`src/rtl/ex_flag_stage.sv`:
```
// ex_flag_stage: execute-stage back end sitting directly downstream of the ALU.
// It owns the architectural C/Z flags, applies conditional execution, registers
// the surviving instruction into the EX/MEM pipeline register, and keeps a
// saturating count of instructions squashed by a failed condition.
//
// Ports:
//   clk, rst_n          rising-edge clock, asynchronous active-low reset
//   valid_in            ALU stage holds a real instruction this cycle
//   alu_result          ALU output, bit DATA_W is the carry out
//   alu_z               ALU zero flag for alu_result[DATA_W-1:0]
//   cond_in             00 always, 10 if C, 01 if Z, 11 reserved (always)
//   c_wr_in, z_wr_in    instruction writes C / Z
//   rd_in, reg_wr_in    destination register and its write enable
//   mem_z_wr, mem_z_val older load in MEM updates Z this cycle, with this value
//   stall               hold this stage
//   flush               kill the instruction entering this stage (beats stall)
//   valid_out, result_out, rd_out, reg_wr_out   EX/MEM pipeline register
//   c_flag, z_flag      architectural flags
//   squash_cnt          saturating count of condition-failed instructions
module ex_flag_stage #(
    parameter int unsigned DATA_W = 16,
    parameter int unsigned REG_AW = 3,
    parameter int unsigned CNT_W  = 8
) (
    input  logic              clk,
    input  logic              rst_n,
    input  logic              valid_in,
    input  logic [DATA_W:0]   alu_result,
    input  logic              alu_z,
    input  logic [1:0]        cond_in,
    input  logic              c_wr_in,
    input  logic              z_wr_in,
    input  logic [REG_AW-1:0] rd_in,
    input  logic              reg_wr_in,
    input  logic              mem_z_wr,
    input  logic              mem_z_val,
    input  logic              stall,
    input  logic              flush,
    output logic              valid_out,
    output logic [DATA_W-1:0] result_out,
    output logic [REG_AW-1:0] rd_out,
    output logic              reg_wr_out,
    output logic              c_flag,
    output logic              z_flag,
    output logic [CNT_W-1:0]  squash_cnt
);

    localparam logic [1:0] COND_IF_Z = 2'b01;
    localparam logic [1:0] COND_IF_C = 2'b10;

    logic              z_eff;
    logic              cond_pass;
    logic              z_after_load;

    logic              valid_nxt;
    logic [DATA_W-1:0] result_nxt;
    logic [REG_AW-1:0] rd_nxt;
    logic              reg_wr_nxt;
    logic              c_nxt;
    logic              z_nxt;
    logic [CNT_W-1:0]  cnt_nxt;

    // Condition check sees the older load's Z when it lands this cycle.
    always_comb begin
        z_eff = mem_z_wr ? mem_z_val : z_flag;
        unique case (cond_in)
            COND_IF_Z: cond_pass = z_eff;
            COND_IF_C: cond_pass = c_flag;
            default:   cond_pass = 1'b1;
        endcase
    end

    // Z as updated by the older load only; the load is never stalled or flushed here.
    assign z_after_load = mem_z_wr ? mem_z_val : z_flag;

    // Next-state selection, in priority order: stall, flush, bubble, pass, squash.
    always_comb begin
        valid_nxt  = valid_out;
        result_nxt = result_out;
        rd_nxt     = rd_out;
        reg_wr_nxt = reg_wr_out;
        c_nxt      = c_flag;
        z_nxt      = z_after_load;
        cnt_nxt    = squash_cnt;

        if (stall && !flush) begin
            // everything holds except the older load's Z update
        end else if (flush || !valid_in) begin
            valid_nxt  = 1'b0;
            reg_wr_nxt = 1'b0;
        end else if (cond_pass) begin
            valid_nxt  = 1'b1;
            result_nxt = alu_result[DATA_W-1:0];
            rd_nxt     = rd_in;
            reg_wr_nxt = reg_wr_in;
            if (c_wr_in) begin
                c_nxt = alu_result[DATA_W];
            end
            // This instruction is younger than the load, so its Z wins.
            if (z_wr_in) begin
                z_nxt = alu_z;
            end
        end else begin
            // Retires as a NOP; result and rd still load for debug visibility.
            valid_nxt  = 1'b1;
            result_nxt = alu_result[DATA_W-1:0];
            rd_nxt     = rd_in;
            reg_wr_nxt = 1'b0;
            if (squash_cnt != {CNT_W{1'b1}}) begin
                cnt_nxt = squash_cnt + CNT_W'(1);
            end
        end
    end

    // EX/MEM pipeline register, flags and squash counter.
    always_ff @(posedge clk or negedge rst_n) begin
        if (!rst_n) begin
            valid_out  <= 1'b0;
            result_out <= '0;
            rd_out     <= '0;
            reg_wr_out <= 1'b0;
            c_flag     <= 1'b0;
            z_flag     <= 1'b0;
            squash_cnt <= '0;
        end else begin
            valid_out  <= valid_nxt;
            result_out <= result_nxt;
            rd_out     <= rd_nxt;
            reg_wr_out <= reg_wr_nxt;
            c_flag     <= c_nxt;
            z_flag     <= z_nxt;
            squash_cnt <= cnt_nxt;
        end
    end

endmodule
```
`config.mk`:
```
export PLATFORM = sky130hd
export DESIGN_NAME = ex_flag_stage
export DESIGN_NICKNAME = d
export VERILOG_FILES = /design/src/rtl/ex_flag_stage.sv
export SDC_FILE = /design/constraint.sdc
export NUM_CORES = 1
export LEC_CHECK = 0
export CAP_MARGIN = 0
export CORE_ASPECT_RATIO = 0.75
export CORE_MARGIN = 3
export CORE_UTILIZATION = 43
export CTS_CLUSTER_DIAMETER = 30
export CTS_CLUSTER_SIZE = 30
export DETAILED_ROUTE_END_ITERATION = 6
export PLACE_DENSITY = 0.89
export SYNTH_ARGS = -nofsm -noshare
export SYNTH_HDL_FRONTEND = slang
export SYNTH_SLANG_ARGS = --single-unit
export TNS_END_PERCENT = 30
```
`constraint.sdc`:
```
create_clock -name clk -period 3.4 [get_ports clk]
set_input_delay 0.51 -clock clk [delete_from_list [all_inputs] [get_ports clk]]
set_output_delay 0.51 -clock clk [all_outputs]
set_load 0.01 [all_outputs]
```
==> results.py, run 1 <==
metrics = {
    "run_status": {
        "status": "finished, final reports clean",
    },
    "global_routing": {
        "overall_global_routing_usage_pct": 18.2,
        "grt_pass1_wl_um": 5230,
        "via_count_of_the_first_global_routing_pass": 1145,
        "largest_net_degree_at_the_start_of_global_routing": 32,
        "grt_antenna_before_repair": 0,
        "grt.overflow.total": 0,
    },
    "detailed_routing": {
        "wirelength_routed_um": 3060,
        "route.vias.total": 1021,
        "avgViaCountPerCell": 4.96,
        "drt_first_iter_violations": 32,
        "drtPass1Iterations": 4,
        "route.detailed.drc": 0,
        "route.antenna.remaining_nets": 0,
        "routed_wirelength_normalized_by_instance_count_um": 14.9,
    },
    "layout": {
        "layout-drive-gt1-share_pct": 17.6,
        "post-route-util_pct": 76.2,
        "antenna_diode_count": 0,
        "ff_latch_area_um2": 776,
        "multi_input_comb_area_um2": 562,
        "area_delta_synth_final_pct": 58.2,
        "num-fill-cells": 190,
        "finish.net_count": 205,
    },
    "yosys": {
        "adder_and_majority_cell_fraction_of_the_synthesized_area_pct": 2.78,
        "postSynthNetCount": 135,
        "synth_top_cell_area_share_pct": 57.5,
        "synth.cell_area_um2": 1350,
        "yosys.area_share.simple_pct": 9.92,
        "largest_family_of_logic_cells_by_synthesized_area": "multiplexers",
        "postSynthRegisterBits": 31,
        "netlist-cell-type-count": 25,
        "ys_top_cells_by_count": "31 x sky130_fd_sc_hd__dfrtp_1, 16 x sky130_fd_sc_hd__mux2_2, 7 x sky130_fd_sc_hd__xnor2_1, 6 x sky130_fd_sc_hd__nand3_1, 6 x sky130_fd_sc_hd__nor2_1",
        "yosys_warnings": 0,
        "synth-async-reset-ratio_pct": 100,
        "syn_avg_cell_area_um2": 13.6,
        "synth_top_cells_by_area": "sky130_fd_sc_hd__dfrtp_1 57%, sky130_fd_sc_hd__mux2_2 13%, sky130_fd_sc_hd__xnor2_1 4.5%",
        "post_synth_xor_xnor_area_pct": 4.54,
        "synth.yosys.seq_area_share_pct": 57.5,
        "synth_compound_gate_area_share_pct": 4.36,
        "syn-instance-count": 99,
        "dominant_cell_type_by_area_after_synthesis": "sky130_fd_sc_hd__dfrtp_1",
        "synth-edff-count": 0,
        "dominantRegCellSynth": "sky130_fd_sc_hd__dfrtp_1",
        "synth.area.mux_share_pct": 19.6,
        "synthMostInstantiatedCell": "sky130_fd_sc_hd__dfrtp_1",
    },
    "sta": {
        "layout_min_cycle_time_ns": 2.32,
        "grt_setup_unrepaired": "no",
        "setup_viol_count_final": 0,
        "timing.slew.headroom_pct": 64.7,
        "finalSetupTns_ns": 0,
        "finalHoldViolCount": 0,
        "worst_pin_slew_ns": 0.530,
        "final.period_utilization_pct": 68.1,
        "achievable-frequency_mhz": 432,
        "clock_skew_ns": 0.00609,
        "final_max_slew_viol_count": 0,
    },
    "floorplanning": {
        "initial_core_util_pct": 48.2,
        "core_area_um2": 2800,
        "total_die_area_um2": 3850,
        "ioPinCount": 64,
        "std_cell_rows": 16,
        "die_height_um": 54.5,
        "die_width_um": 70.7,
    },
    "power_and_ir_drop": {
        "p_sw_share_pct": 25.9,
        "combinationalPowerShare_pct": 29.7,
        "total_leakage_power_nw": 0.884,
        "power.internal_mw": 0.837,
        "worst_ir_drop_vdd_v": 0.000331,
        "power.share.clock_pct": 26.9,
        "switchingPower_mw": 0.292,
        "power.density_nw_per_um2": 529,
        "pwr-share-seq_pct": 43.4,
    },
    "clock_tree": {
        "clock_tree_from_tritoncts": "done",
        "cts_root_buf": "sky130_fd_sc_hd__clkbuf_8",
        "tritoncts.num_buffers": 5,
        "cts_sinks": 31,
        "htreeDepth": 2,
        "worst_skew_pair.late_latency_ns": 0.27,
        "post-cts-setup-buffer-count": 0,
        "cts.reportedPaths.clkPinSlew_ns": 0.06,
        "cts_hold_buf": 0,
        "cts_buffer_depth": 2,
        "cts_repair_resize_count": 0,
    },
    "worst_setup_path": {
        "timing.critical_path.required_ns": 3.56,
        "cp_capture_type": "flop",
        "critPathKind": "in2reg",
        "path_max_fanout": 7,
        "timing.critical_path.from_type": "input pin",
        "cp.arrival_ns": 2.48,
    },
    "flow_run": {
        "max_cap_viol_count": 0,
    },
    "placement": {
        "port_buffers": 63,
        "place.gp.congestion": 0.906,
        "dpl_hpwl_um": 2310,
    },
    "hold_path": {
        "worstHoldPathType": "reg2reg",
    },
}
[layer usage]
metal  vias up  wire (um)  GRT usage [%]
met1       478       1340           21.4
li1        489          -              -
met5         -          0              0
met4         0         25           7.50
met2        50       1350           29.1
met3         4        349           8.99
[metrics by stage]
| step | std cells | worst slack [ns] | cell area, um2 | hold WS, ns | total power, mW |
|---|---|---|---|---|---|
| floorplan | 99 | 1.44 | 1350 | 0.214 | 0.621 |
| global placement | 198 | 0.862 | 2040 | 0.469 | 0.824 |
| detailed placement | 198 | 0.803 | 2040 | 0.477 | 0.837 |
| CTS | 206 | 1.08 | 2140 | 0.491 | 1.15 |
| global route | 206 | 0.979 | 2140 | 0.507 | 1.20 |
| finish | 206 | 1.08 | 2140 | 0.484 | 1.13 |
[placed cells by master, fill, tap and decap left out]
master | Yosys | layout
sky130_fd_sc_hd__nand4b_1 | 1 | 1
sky130_fd_sc_hd__dfrtp_1 | 31 | 31
sky130_fd_sc_hd__nor3b_2 | 0 | 1
sky130_fd_sc_hd__buf_4 | 0 | 2
sky130_fd_sc_hd__nand4_1 | 1 | 1
sky130_fd_sc_hd__xnor2_1 | 7 | 7
sky130_fd_sc_hd__nand3b_1 | 1 | 1
sky130_fd_sc_hd__nand2_4 | 1 | 1
sky130_fd_sc_hd__clkbuf_8 | 0 | 7
sky130_fd_sc_hd__nand3_1 | 6 | 6
sky130_fd_sc_hd__and4_1 | 1 | 1
sky130_fd_sc_hd__mux2_2 | 16 | 16
sky130_fd_sc_hd__and3_1 | 1 | 1
sky130_fd_sc_hd__a31oi_1 | 2 | 2
sky130_fd_sc_hd__ha_1 | 3 | 3
sky130_fd_sc_hd__o22ai_1 | 1 | 1
sky130_fd_sc_hd__a21o_1 | 1 | 1
sky130_fd_sc_hd__nand2_1 | 5 | 5
sky130_fd_sc_hd__clkdlybuf4s50_1 | 0 | 63
sky130_fd_sc_hd__a21oi_1 | 1 | 1
sky130_fd_sc_hd__a2111oi_4 | 1 | 1
sky130_fd_sc_hd__mux2i_1 | 1 | 1
sky130_fd_sc_hd__mux2_1 | 4 | 4
sky130_fd_sc_hd__nand2b_1 | 1 | 1
sky130_fd_sc_hd__clkbuf_1 | 0 | 1
sky130_fd_sc_hd__mux2_4 | 2 | 2
sky130_fd_sc_hd__inv_1 | 2 | 2
sky130_fd_sc_hd__nor2_1 | 6 | 6
[state kept, by name (all words and copies together) (netlist names)]
name / count
reg_wr_out: 1
z_flag: 1
valid_out: 1
squash_cnt: 8
c_flag: 1
rd_out: 3
result_out: 16
[path summary, 6_finish.rpt]
path,from,endpoint,slack [ns],cells past startpoint
max in group asynchronous,rst_n,result_out[9],2.48,2
worst min register to register,squash_cnt[6],squash_cnt[6],0.48,1
worst max register to register,z_flag,squash_cnt[1],1.63,4
worst max-delay path,cond_in[0],squash_cnt[1],1.08,7
min in group asynchronous,rst_n,c_flag,0.63,2
worst min-delay path,squash_cnt[6],squash_cnt[6],0.48,1
[logic make-up after synthesis]
group,count (synthesis)
DFF,31
and+or+nand+nor,25
muxes,23
xor gates and xnor gates,7
AOI/OAI and AO/OA,6
buffers and inverters,4
adders and majority gates,3
[worst max-delay path, stage by stage]
cell and delay, ns:
sky130_fd_sc_hd__clkdlybuf4s50_1 0.50, sky130_fd_sc_hd__inv_1 0.05, sky130_fd_sc_hd__ha_1 0.28, sky130_fd_sc_hd__a21o_1 0.21
sky130_fd_sc_hd__a2111oi_4 0.51, sky130_fd_sc_hd__nand2_4 0.09, sky130_fd_sc_hd__mux2_4 0.32
[area by class of cell]
class | count | area share, %
clock buffers | 8 | 4.69
repair buffers | 65 | 30.2
well taps | 36 | 2.11
flip-flops and latches | 31 | 36.3
inverters | 2 | 0.351
multi-input cells | 64 | 26.3
[power by group through the flow]
stage	registers [mW]	logic (mW)	clock network [mW]
after floorplan	0.524	0.0969	0
after global placement	0.494	0.330	0
after detailed placement	0.498	0.338	0
after CTS	0.493	0.340	0.317
after global routing	0.501	0.361	0.338
final	0.491	0.335	0.304
No activity file was read; power rests on OpenSTA's default activity.
==> inputs of run 2 (changes only) <==
--- a/config.mk
+++ b/config.mk
@@ -8,11 +8,11 @@
 export CAP_MARGIN = 0
 export CORE_ASPECT_RATIO = 0.75
 export CORE_MARGIN = 3
-export CORE_UTILIZATION = 43
+export CORE_UTILIZATION = 40
 export CTS_CLUSTER_DIAMETER = 30
 export CTS_CLUSTER_SIZE = 30
 export DETAILED_ROUTE_END_ITERATION = 6
-export PLACE_DENSITY = 0.89
+export PLACE_DENSITY = 0.84
 export SYNTH_ARGS = -nofsm -noshare
 export SYNTH_HDL_FRONTEND = slang
 export SYNTH_SLANG_ARGS = --single-unit
==> constraint.sdc (replaced) <==
create_clock -name clk -period 2.3 [get_ports clk]
set_input_delay 0.345 -clock clk [delete_from_list [all_inputs] [get_ports clk]]
set_output_delay 0.345 -clock clk [all_outputs]
set_load 0.01 [all_outputs]
==> results.py, run 2 (same netlist as run 1, synthesis figures left out) <==
metrics = {
    "power_and_ir_drop": {
        "power.total_mw": 1.68,
        "power.density_nw_per_um2": 780,
        "total_leakage_power_nw": 0.899,
        "worst_ir_drop_vdd_v": 0.000531,
    },
    "clock_tree": {
        "cts_sinks": 31,
        "cts_root_buf": "sky130_fd_sc_hd__clkbuf_8",
        "cts_repair_resize_count": 0,
        "cts_hold_buf": 0,
        "cts_buffer_depth": 2,
        "cts.reportedPaths.clkPinSlew_ns": 0.07,
        "htreeDepth": 2,
        "tritoncts.num_buffers": 5,
        "clock_tree_from_tritoncts": "done",
        "worst_skew_pair.late_latency_ns": 0.28,
        "post-cts-setup-buffer-count": 0,
    },
    "worst_setup_path": {
        "critPathKind": "in2reg",
        "critical-path-slowest-cell": "sky130_fd_sc_hd__clkdlybuf4s50_1",
        "worst-path-buf-inv": 3,
        "cp.arrival_ns": 2.20,
        "cp_capture_type": "flop",
        "critical-path-top-delay-family": "buffers and inverters",
        "path_max_fanout": 7,
        "critical_path.max_stage_delay_ns": 0.49,
        "timing.critical_path.from_type": "input pin",
        "timing.critical_path.required_ns": 2.46,
        "crit_path_cell_trace": "clkdlybuf4s50_1, inv_1, ha_1, a21o_1, a2111oi_4, buf_4, nand2_4, mux2_4",
    },
    "layout": {
        "most-common-layout-cells": "63 x sky130_fd_sc_hd__clkdlybuf4s50_1, 31 x sky130_fd_sc_hd__dfrtp_1, 16 x sky130_fd_sc_hd__mux2_2",
        "finish.net_count": 208,
        "number_of_flip_flops_under_the_largest_register_name": 16,
        "layout_top_registers": "result_out (16), squash_cnt (8), rd_out (3)",
        "layout-drive-gt1-share_pct": 19.1,
        "registers.top_by_ff_count": "result_out",
        "layout.cells.most_common": "sky130_fd_sc_hd__clkdlybuf4s50_1",
        "antenna_diode_count": 0,
        "multi_input_comb_area_um2": 562,
        "layout.cells.non_filler": 211,
        "area_delta_synth_final_pct": 60.1,
        "ff_latch_area_um2": 776,
        "num-fill-cells": 225,
    },
    "hold_path": {
        "worstHoldPathType": "in2async",
    },
    "sta": {
        "final_max_slew_viol_count": 0,
        "clock_skew_ns": 0.00661,
        "worst_pin_slew_ns": 0.377,
        "achievable-frequency_mhz": 489,
        "final.period_utilization_pct": 88.9,
        "finalHoldViolCount": 0,
        "finalSetupTns_ns": 0,
        "layout_min_cycle_time_ns": 2.04,
        "grt_setup_unrepaired": "no",
        "setup_viol_count_final": 0,
        "timing.hold.ws_ns": 0.442,
        "timing.slew.headroom_pct": 74.9,
    },
    "placement": {
        "numPlacedInstances": 203,
        "dpl_hpwl_um": 2410,
        "place.gp.congestion": 0.802,
        "port_buffers": 63,
    },
    "detailed_routing": {
        "route.detailed.drc": 0,
        "wirelength_routed_um": 3160,
        "routed_wirelength_normalized_by_instance_count_um": 15.0,
        "drt_first_iter_violations": 44,
        "route.antenna.remaining_nets": 0,
        "avgViaCountPerCell": 5.03,
        "route.vias.total": 1061,
        "drtPass1Iterations": 4,
    },
    "floorplanning": {
        "core_area_um2": 3080,
        "ioPinCount": 64,
        "total_die_area_um2": 4120,
        "std_cell_rows": 17,
        "die_height_um": 56.3,
        "die_width_um": 73.1,
        "initial_core_util_pct": 43.8,
    },
    "global_routing": {
        "largest_net_degree_at_the_start_of_global_routing": 32,
        "grt_pass1_wl_um": 5570,
        "via_count_of_the_first_global_routing_pass": 1173,
        "grt_antenna_before_repair": 0,
        "overall_global_routing_usage_pct": 18.0,
        "grt.overflow.total": 0,
    },
    "run_status": {
        "status": "finished, final reports clean",
    },
    "flow_run": {
        "max_cap_viol_count": 0,
    },
}
==> run 2: cell count changes in the layout (fill, tap and decap cells not counted) <==
cell | previous run | this run
sky130_fd_sc_hd__buf_4 | 2 | 5
==> run 2: metal layers <==
metal,global-route usage (%),wire [um],vias to the layer above
met5,0,0,-
met4,8.68,74,0
met3,8.59,279,8
met2,27.3,1570,45
met1,21.2,1240,513
li1,-,-,495
==> run 2: worst paths after layout <==
| path | from | to | slack (ns) | cells after the start |
|---|---|---|---|---|
| min reg2reg | result_out[1] | result_out[1] | 0.49 | 1 |
| min | rst_n | reg_wr_out | 0.44 | 2 |
| max reg2reg | z_flag | squash_cnt[1] | 0.58 | 5 |
| max in group asynchronous | rst_n | squash_cnt[7] | 1.57 | 2 |
| min in group clk | result_out[1] | result_out[1] | 0.49 | 1 |
| max | cond_in[0] | squash_cnt[1] | 0.26 | 8 |
==> run 2: area by class of cell <==
class,instances,area share (%)
multi-input combinational,64,26.0
tap,38,2.20
inverter,2,0.347
clock buffer,8,4.63
timing repair buffer,68,30.9
sequential,31,35.9
==> run 2: stage by stage <==
stage | setup WS, ns | instance area [um2] | util [%]
floorplan | 0.503 | 1350 | -
global placement | 0.0196 | 2060 | 66.8
detailed placement | -0.0292 | 2060 | 66.8
CTS | 0.260 | 2160 | 70.1
global route | 0.172 | 2160 | 70.1
finish | 0.256 | 2160 | 70.1
==> run 2: power breakdown <==
| part | total (mW) | switching [mW] | internal (mW) |
|---|---|---|---|
| Sequential | 0.726 | 0.0785 | 0.648 |
| Clock | 0.459 | 0.187 | 0.273 |
| Combinational | 0.499 | 0.177 | 0.322 |
| Total | 1.68 | 0.442 | 1.24 |
